--- config.mk ---
export PLATFORM = sky130hd
export DESIGN_NAME = event_onehot_serializer
export DESIGN_NICKNAME = d
export VERILOG_FILES = /design/src/rtl/evt_ser_pkg.sv /design/src/rtl/onehot_select.sv /design/src/rtl/event_onehot_serializer.sv
export SDC_FILE = /design/constraint.sdc
export NUM_CORES = 1
export LEC_CHECK = 0
export ABC_AREA = 1
export CAP_MARGIN = 30
export CORE_UTILIZATION = 61
export CTS_BUF_LIST = sky130_fd_sc_hd__clkbuf_8 sky130_fd_sc_hd__clkbuf_16
export CTS_CLUSTER_DIAMETER = 200
export CTS_CLUSTER_SIZE = 16
export DETAILED_ROUTE_END_ITERATION = 7
export GPL_ROUTABILITY_DRIVEN = 1
export PLACE_DENSITY = 0.95
export SYNTH_ARGS = -nofsm -noshare
export SYNTH_HDL_FRONTEND = slang
export SYNTH_HIERARCHICAL = 1
export SYNTH_SLANG_ARGS = --single-unit
--- constraint.sdc ---
create_clock -name clk -period 5.05 [get_ports clk]
set_clock_uncertainty 0.15 [all_clocks]
set_input_delay 1.515 -clock clk [delete_from_list [all_inputs] [get_ports clk]]
set_output_delay 1.515 -clock clk [all_outputs]
set_load 0.005 [all_outputs]
--- src/rtl/evt_ser_pkg.sv ---
// Shared types and helpers for the event one-hot serializer.
// Latency: n/a (types, constants and a constant function only).
// Backpressure: n/a.
package evt_ser_pkg;

    localparam int N_DEFAULT = 8;

    typedef enum logic {
        IDLE = 1'b0,
        HOLD = 1'b1
    } state_t;

    // Bits needed to hold an index in 0..n-1 (at least 1).
    function automatic int idx_width(input int n);
        int w;
        w = 1;
        while ((1 << w) < n) begin
            w = w + 1;
        end
        return w;
    endfunction

endpackage

--- src/rtl/onehot_select.sv ---
// Combinational picker: first set bit of vec, searching upward from start_ptr+1 mod N.
// Latency: 0 cycles (pure combinational).
// Backpressure: none; result is exactly one-hot whenever vec is nonzero, zero otherwise.
//
// Ports:
//   vec       in  N   candidate bits
//   start_ptr in  PW  search begins at start_ptr+1 (start_ptr=N-1 gives lowest-index priority)
//   onehot    out N   selected bit
module onehot_select
    import evt_ser_pkg::*;
#(
    parameter int N  = N_DEFAULT,
    parameter int PW = idx_width(N)
) (
    input  logic [N-1:0]  vec,
    input  logic [PW-1:0] start_ptr,
    output logic [N-1:0]  onehot
);

    logic          found;
    logic [PW:0]   pos;

    always_comb begin
        onehot = '0;
        found  = 1'b0;
        pos    = '0;
        for (int i = 0; i < N; i++) begin
            // start_ptr+1+i never exceeds 2N-1, so one conditional subtract is a full mod N.
            pos = {1'b0, start_ptr} + (PW+1)'(1 + i);
            if (pos >= (PW+1)'(N)) begin
                pos = pos - (PW+1)'(N);
            end
            if (!found && vec[pos[PW-1:0]]) begin
                onehot[pos[PW-1:0]] = 1'b1;
                found               = 1'b1;
            end
        end
    end

endmodule

--- src/rtl/event_onehot_serializer.sv ---
// Captures request rising edges into sticky pending bits and issues them one at a time as one-hot words.
// Latency: 2 cycles from req_in rise to out_valid when idle; back-to-back grants at 1 per cycle.
// Backpressure: out_onehot/out_valid held stable while out_ready=0; events keep accumulating in pending.
//
// Ports:
//   clk, rst    single clock, synchronous active-high reset
//   req_in      N  request levels (already synchronised)
//   out_ready   1  downstream accepts the current word
//   out_onehot  N  registered one-hot grant, zero when out_valid=0
//   out_valid   1  out_onehot carries an event
//   pending     N  sticky pending vector (status)
//   overflow    1  sticky: a rise hit a bit that was already pending and not being cleared
//
// Build option: define EVT_SER_ROUND_ROBIN_EN for round-robin selection; default is lowest-index-first.
module event_onehot_serializer
    import evt_ser_pkg::*;
#(
    parameter int N = N_DEFAULT
) (
    input  logic         clk,
    input  logic         rst,
    input  logic [N-1:0] req_in,
    input  logic         out_ready,
    output logic [N-1:0] out_onehot,
    output logic         out_valid,
    output logic [N-1:0] pending,
    output logic         overflow
);

    localparam int PW = idx_width(N);

    state_t        state_q, state_n;
    logic [N-1:0]  req_q;
    logic [N-1:0]  rise;
    logic          fire;
    logic [N-1:0]  clr;
    logic [N-1:0]  pending_n;
    logic [N-1:0]  sel_vec;
    logic [N-1:0]  sel_onehot;
    logic [PW-1:0] start_ptr;
    logic [N-1:0]  onehot_n;
    logic          valid_n;

    assign rise      = req_in & ~req_q;
    assign fire      = out_valid & out_ready;
    assign clr       = fire ? out_onehot : '0;
    // A rise on a bit cleared this cycle survives as a fresh event.
    assign pending_n = (pending & ~clr) | rise;
    // out_onehot is zero in IDLE, so this is just pending there; in HOLD it is the remainder.
    // Rises of this cycle are deliberately excluded until they land in pending.
    assign sel_vec   = pending & ~out_onehot;

    onehot_select #(.N(N), .PW(PW)) u_select (
        .vec       (sel_vec),
        .start_ptr (start_ptr),
        .onehot    (sel_onehot)
    );

`ifdef EVT_SER_ROUND_ROBIN_EN
    logic [PW-1:0] rr_ptr;
    logic [PW-1:0] grant_idx;

    always_comb begin
        grant_idx = '0;
        for (int i = 0; i < N; i++) begin
            if (sel_onehot[i]) begin
                grant_idx = PW'(i);
            end
        end
    end

    // Pointer follows every grant loaded into the output register.
    always_ff @(posedge clk) begin
        if (rst) begin
            rr_ptr <= PW'(N - 1);
        end else if (((state_q == IDLE) || fire) && (|sel_vec)) begin
            rr_ptr <= grant_idx;
        end
    end

    assign start_ptr = rr_ptr;
`else
    assign start_ptr = PW'(N - 1);
`endif

    always_comb begin
        state_n  = state_q;
        onehot_n = out_onehot;
        valid_n  = out_valid;
        case (state_q)
            IDLE: begin
                if (|sel_vec) begin
                    onehot_n = sel_onehot;
                    valid_n  = 1'b1;
                    state_n  = HOLD;
                end
            end
            HOLD: begin
                if (fire) begin
                    if (|sel_vec) begin
                        onehot_n = sel_onehot;
                    end else begin
                        onehot_n = '0;
                        valid_n  = 1'b0;
                        state_n  = IDLE;
                    end
                end
            end
            default: begin
                onehot_n = '0;
                valid_n  = 1'b0;
                state_n  = IDLE;
            end
        endcase
    end

    always_ff @(posedge clk) begin
        if (rst) begin
            state_q    <= IDLE;
            req_q      <= '0;
            pending    <= '0;
            overflow   <= 1'b0;
            out_onehot <= '0;
            out_valid  <= 1'b0;
        end else begin
            state_q    <= state_n;
            req_q      <= req_in;
            pending    <= pending_n;
            out_onehot <= onehot_n;
            out_valid  <= valid_n;
            if (|(rise & pending & ~clr)) begin
                overflow <= 1'b1;
            end
        end
    end

endmodule

==> key figures <==
Run status
  – Status: finished clean

Timing
  – Final setup vio count: 0
  – RSZ-0062 raised after global routing: no
  – Max_slew headroom: approximately 59%
  – Final Cycle Share: roughly 58%
  – Fin. Hold Viols: 0
  – Setup TNS: 0 ns
  – Crit path time final: around 2.9 ns
  – Final Max Slew Viols: 0
  – Post-route worst setup slack: 2.15 ns
  – Maximum clock rate: about 340 MHz
  – Slew @ Worst Pin: just over 0.6 ns
  – WHS: 0.359 ns

Global route
  – Gr busiest metal: met2
  – Total gr overflow: 0
  – First-pass GRT wire length: 10,300 um
  – GRT Overall Usage: between 30% and 40%
  – Global routing usage on met2: around three fifths
  – Initial antenna violation count: 0
  – GR Util met3: between 1 and 1.5%
  – Vias in the first global route: 2,483
  – M1 GR Usage: between 30% and 40%
  – Largest net degree at the start of global routing: 22

Clocking
  – Reg clk slew, reported paths: roughly 0.090 ns
  – Post-cts gate resize count: 0
  – CTS max path bufs: 2
  – Clock Latency Late Sink: 0.27 ns
  – CTS buffer count: 3
  – Root Buffer: clkbuf_8
  – Post-CTS Setup Bufs: 0
  – Max H-tree Level: 1
  – TritonCTS clock tree: yes
  – CTS sink cnt: 27
  – CTS Hold Bufs: 0

Synth
  – Sequential fraction of the synthesis area: 22.6%
  – Post-synth top area cell: dfxtp_1
  – Synthesized area: 0.00239 mm^2
  – Commonest cells post-synth: nand2_1, nand3_1, inv_1
  – Top cells by area, synth: dfxtp_1, nand3_1, nand2_1, inv_1, nor2_1
  – Warnings from Yosys: 6
  – Synth Register Bits: 27
  – Syn_area_per_cell: 5.91 um^2
  – EDFF count, synth: 0
  – Post-synth cell types: 32
  – Most common cell in the synthesized netlist: nand2_1
  – Cell count after synthesis: 405
  – Fraction of registers with async set/reset: 0%
  – Top_reg_cell synth: dfxtp_1
  – Share of the synthesized area in the top cell type: between 20% and 30%

Final layout
  – Area grow syn2layout: 14.8%
  – Ratio of cells with drive above 1 in the final layout: around 7.5%
  – Layout Nets: roughly 460
  – Finished Cell Area: 0.00275 mm^2
  – Fin cells: 489
  – Number of fill cells in the layout: about 300
  – ANT cells: 0

Placement
  – PortBufs: 28
  – Area after DPL: around 0.0027 mm^2
  – DP Cell Count: just under 500
  – Dpl hpwl: approximately 4600 um
  – RePlAce Congestion: 0.952
  – Pre-CTS setup slack: about 1.9 ns

Die
  – Die Area: approximately 0.0042 mm^2
  – Initial Util: about 64%
  – Chip Width: around 65 um
  – Core area: approximately 0.0037 mm^2
  – Rows: 22
  – Die Y: between 60 and 70 um
  – Ports: 29

Setup path
  – Worst setup endpoint: out_onehot[1]
  – WP data arrival: about 1.2 ns
  – Critical path launch point: out_onehot[1]
  – CP bufs+invs: 1
  – Reg-to-Reg End: out_onehot[5]
  – Critical path depth: 1
  – R2r worst-path depth: 13
  – CP endpoint kind: output pin
  – Worst-path maximum fanout: 3
  – Reg2reg start: out_onehot[3]
  – Max incr delay on CP: between 0.5 and 0.6 ns
  – Crit-path leading delay family: buffers and inverters
  – Setup CP Type: register to output pin
  – Crit-path cells: clkdlybuf4s50_1
  – Worst Setup Start Kind: register
  – Reg2Reg Setup Slack: approximately 2.4 ns
  – Slowest-stage cell, CP: clkdlybuf4s50_1
  – WP data required: approximately 3.4 ns

Worst hold path
  – Hold Path Depth: 2
  – Hold WC Path Type: register to register

Power and ir drop
  – VDD IR max: 0.248 mV
  – PwrDens: between 200 and 250 mW/mm^2
  – Lkg Pwr: ~0.0014 uW

Drt
  – Post-DRT Antenna Nets: 0
  – WL/cell: between 10 and 15 um
  – First-pass detailed-route iteration total: 5
  – Routed WL: about 6100 um
  – Drt drc: 0
  – Via density: roughly 5.5
  – DRT iter0 DRCs: approximately 370
  – Vias: approximately 2,700

Flow run
  – # Max-Cap Violations: 0
[state kept, by name, summed over array words and instances (netlist names)]
register    cells
out_onehot      8
pending         8
out_valid       1
state_q         1
overflow        1
req_q           8
[layout by cell type, fill, tap and decap left out, types with 2 or more instances in the layout]
cell type         n
clkinv_2          2
nand3_1          82
nand3b_1         12
clkbuf_8          3
nand2_4           2
nor3_1           12
nand2_2          13
o21ai_0           8
nor2_1           51
a21oi_1          11
inv_1            53
nand4_1           9
dfxtp_1          27
inv_2             5
conb_1           18
ha_1              6
clkdlybuf4s50_1  28
nand2_1          85
o21ai_1           3
nor2_2            2
[layout make-up]
type / instances / area (um^2) / share of cell area, %
inverter: 59 / 223 / 8.10
timing repair buffer: 28 / 280 / 10.2
sequential: 27 / 541 / 19.7
clock inverter: 1 / 5.00 / 0.182
multi-input combinational: 323 / 1600 / 58.2
tap: 48 / 60.1 / 2.18
clock buffer: 3 / 41.3 / 1.50
[report_power, final]
part | total [uW] | internal (uW) | leakage (uW) | switching [uW]
clock network | 117 | 55.1 | 0.0000255 | 61.8
logic | 259 | 91.6 | 0.00116 | 167
registers | 242 | 229 | 0.000224 | 12.9
total | 617 | 375 | 0.00141 | 242
[worst min-delay path by stage]
stage                        startpoint            end  slack, ns
after floorplan               out_valid      out_valid       0.33
after global placement        out_valid      out_valid       0.34
after detailed placement      out_valid      out_valid       0.35
after CTS                 out_onehot[7]  out_onehot[7]       0.36
after global routing      out_onehot[7]  out_onehot[7]       0.38
final                     out_onehot[7]  out_onehot[7]       0.36
[routing by layer]
layer	vias up	wire [um]
li1	1365	-
met1	1183	2580
met2	127	3020
met3	17	339
met4	0	150
met5	-	0
[per-stage QoR]
step / utilization [%] / total power (uW)
6_report: 74.0 / 617
5_1_grt: 74.0 / 656
4_1_cts: 74.0 / 600
3_5_place_dp: 72.7 / 485
3_3_place_gp: 72.7 / 479
2_1_floorplan: - / 432
[cells by family after synthesis]
kind of cell | Yosys count | synth area share, %
simple gates | 271 | 53.7
flops | 27 | 22.6
other cells | 1 | 0.157
compound gates | 26 | 6.12
buf+inv | 72 | 13.3
fa+ha+maj | 6 | 3.14
xor+xnor | 2 | 1.05
Note: power is estimated with default switching activity, not from simulation.
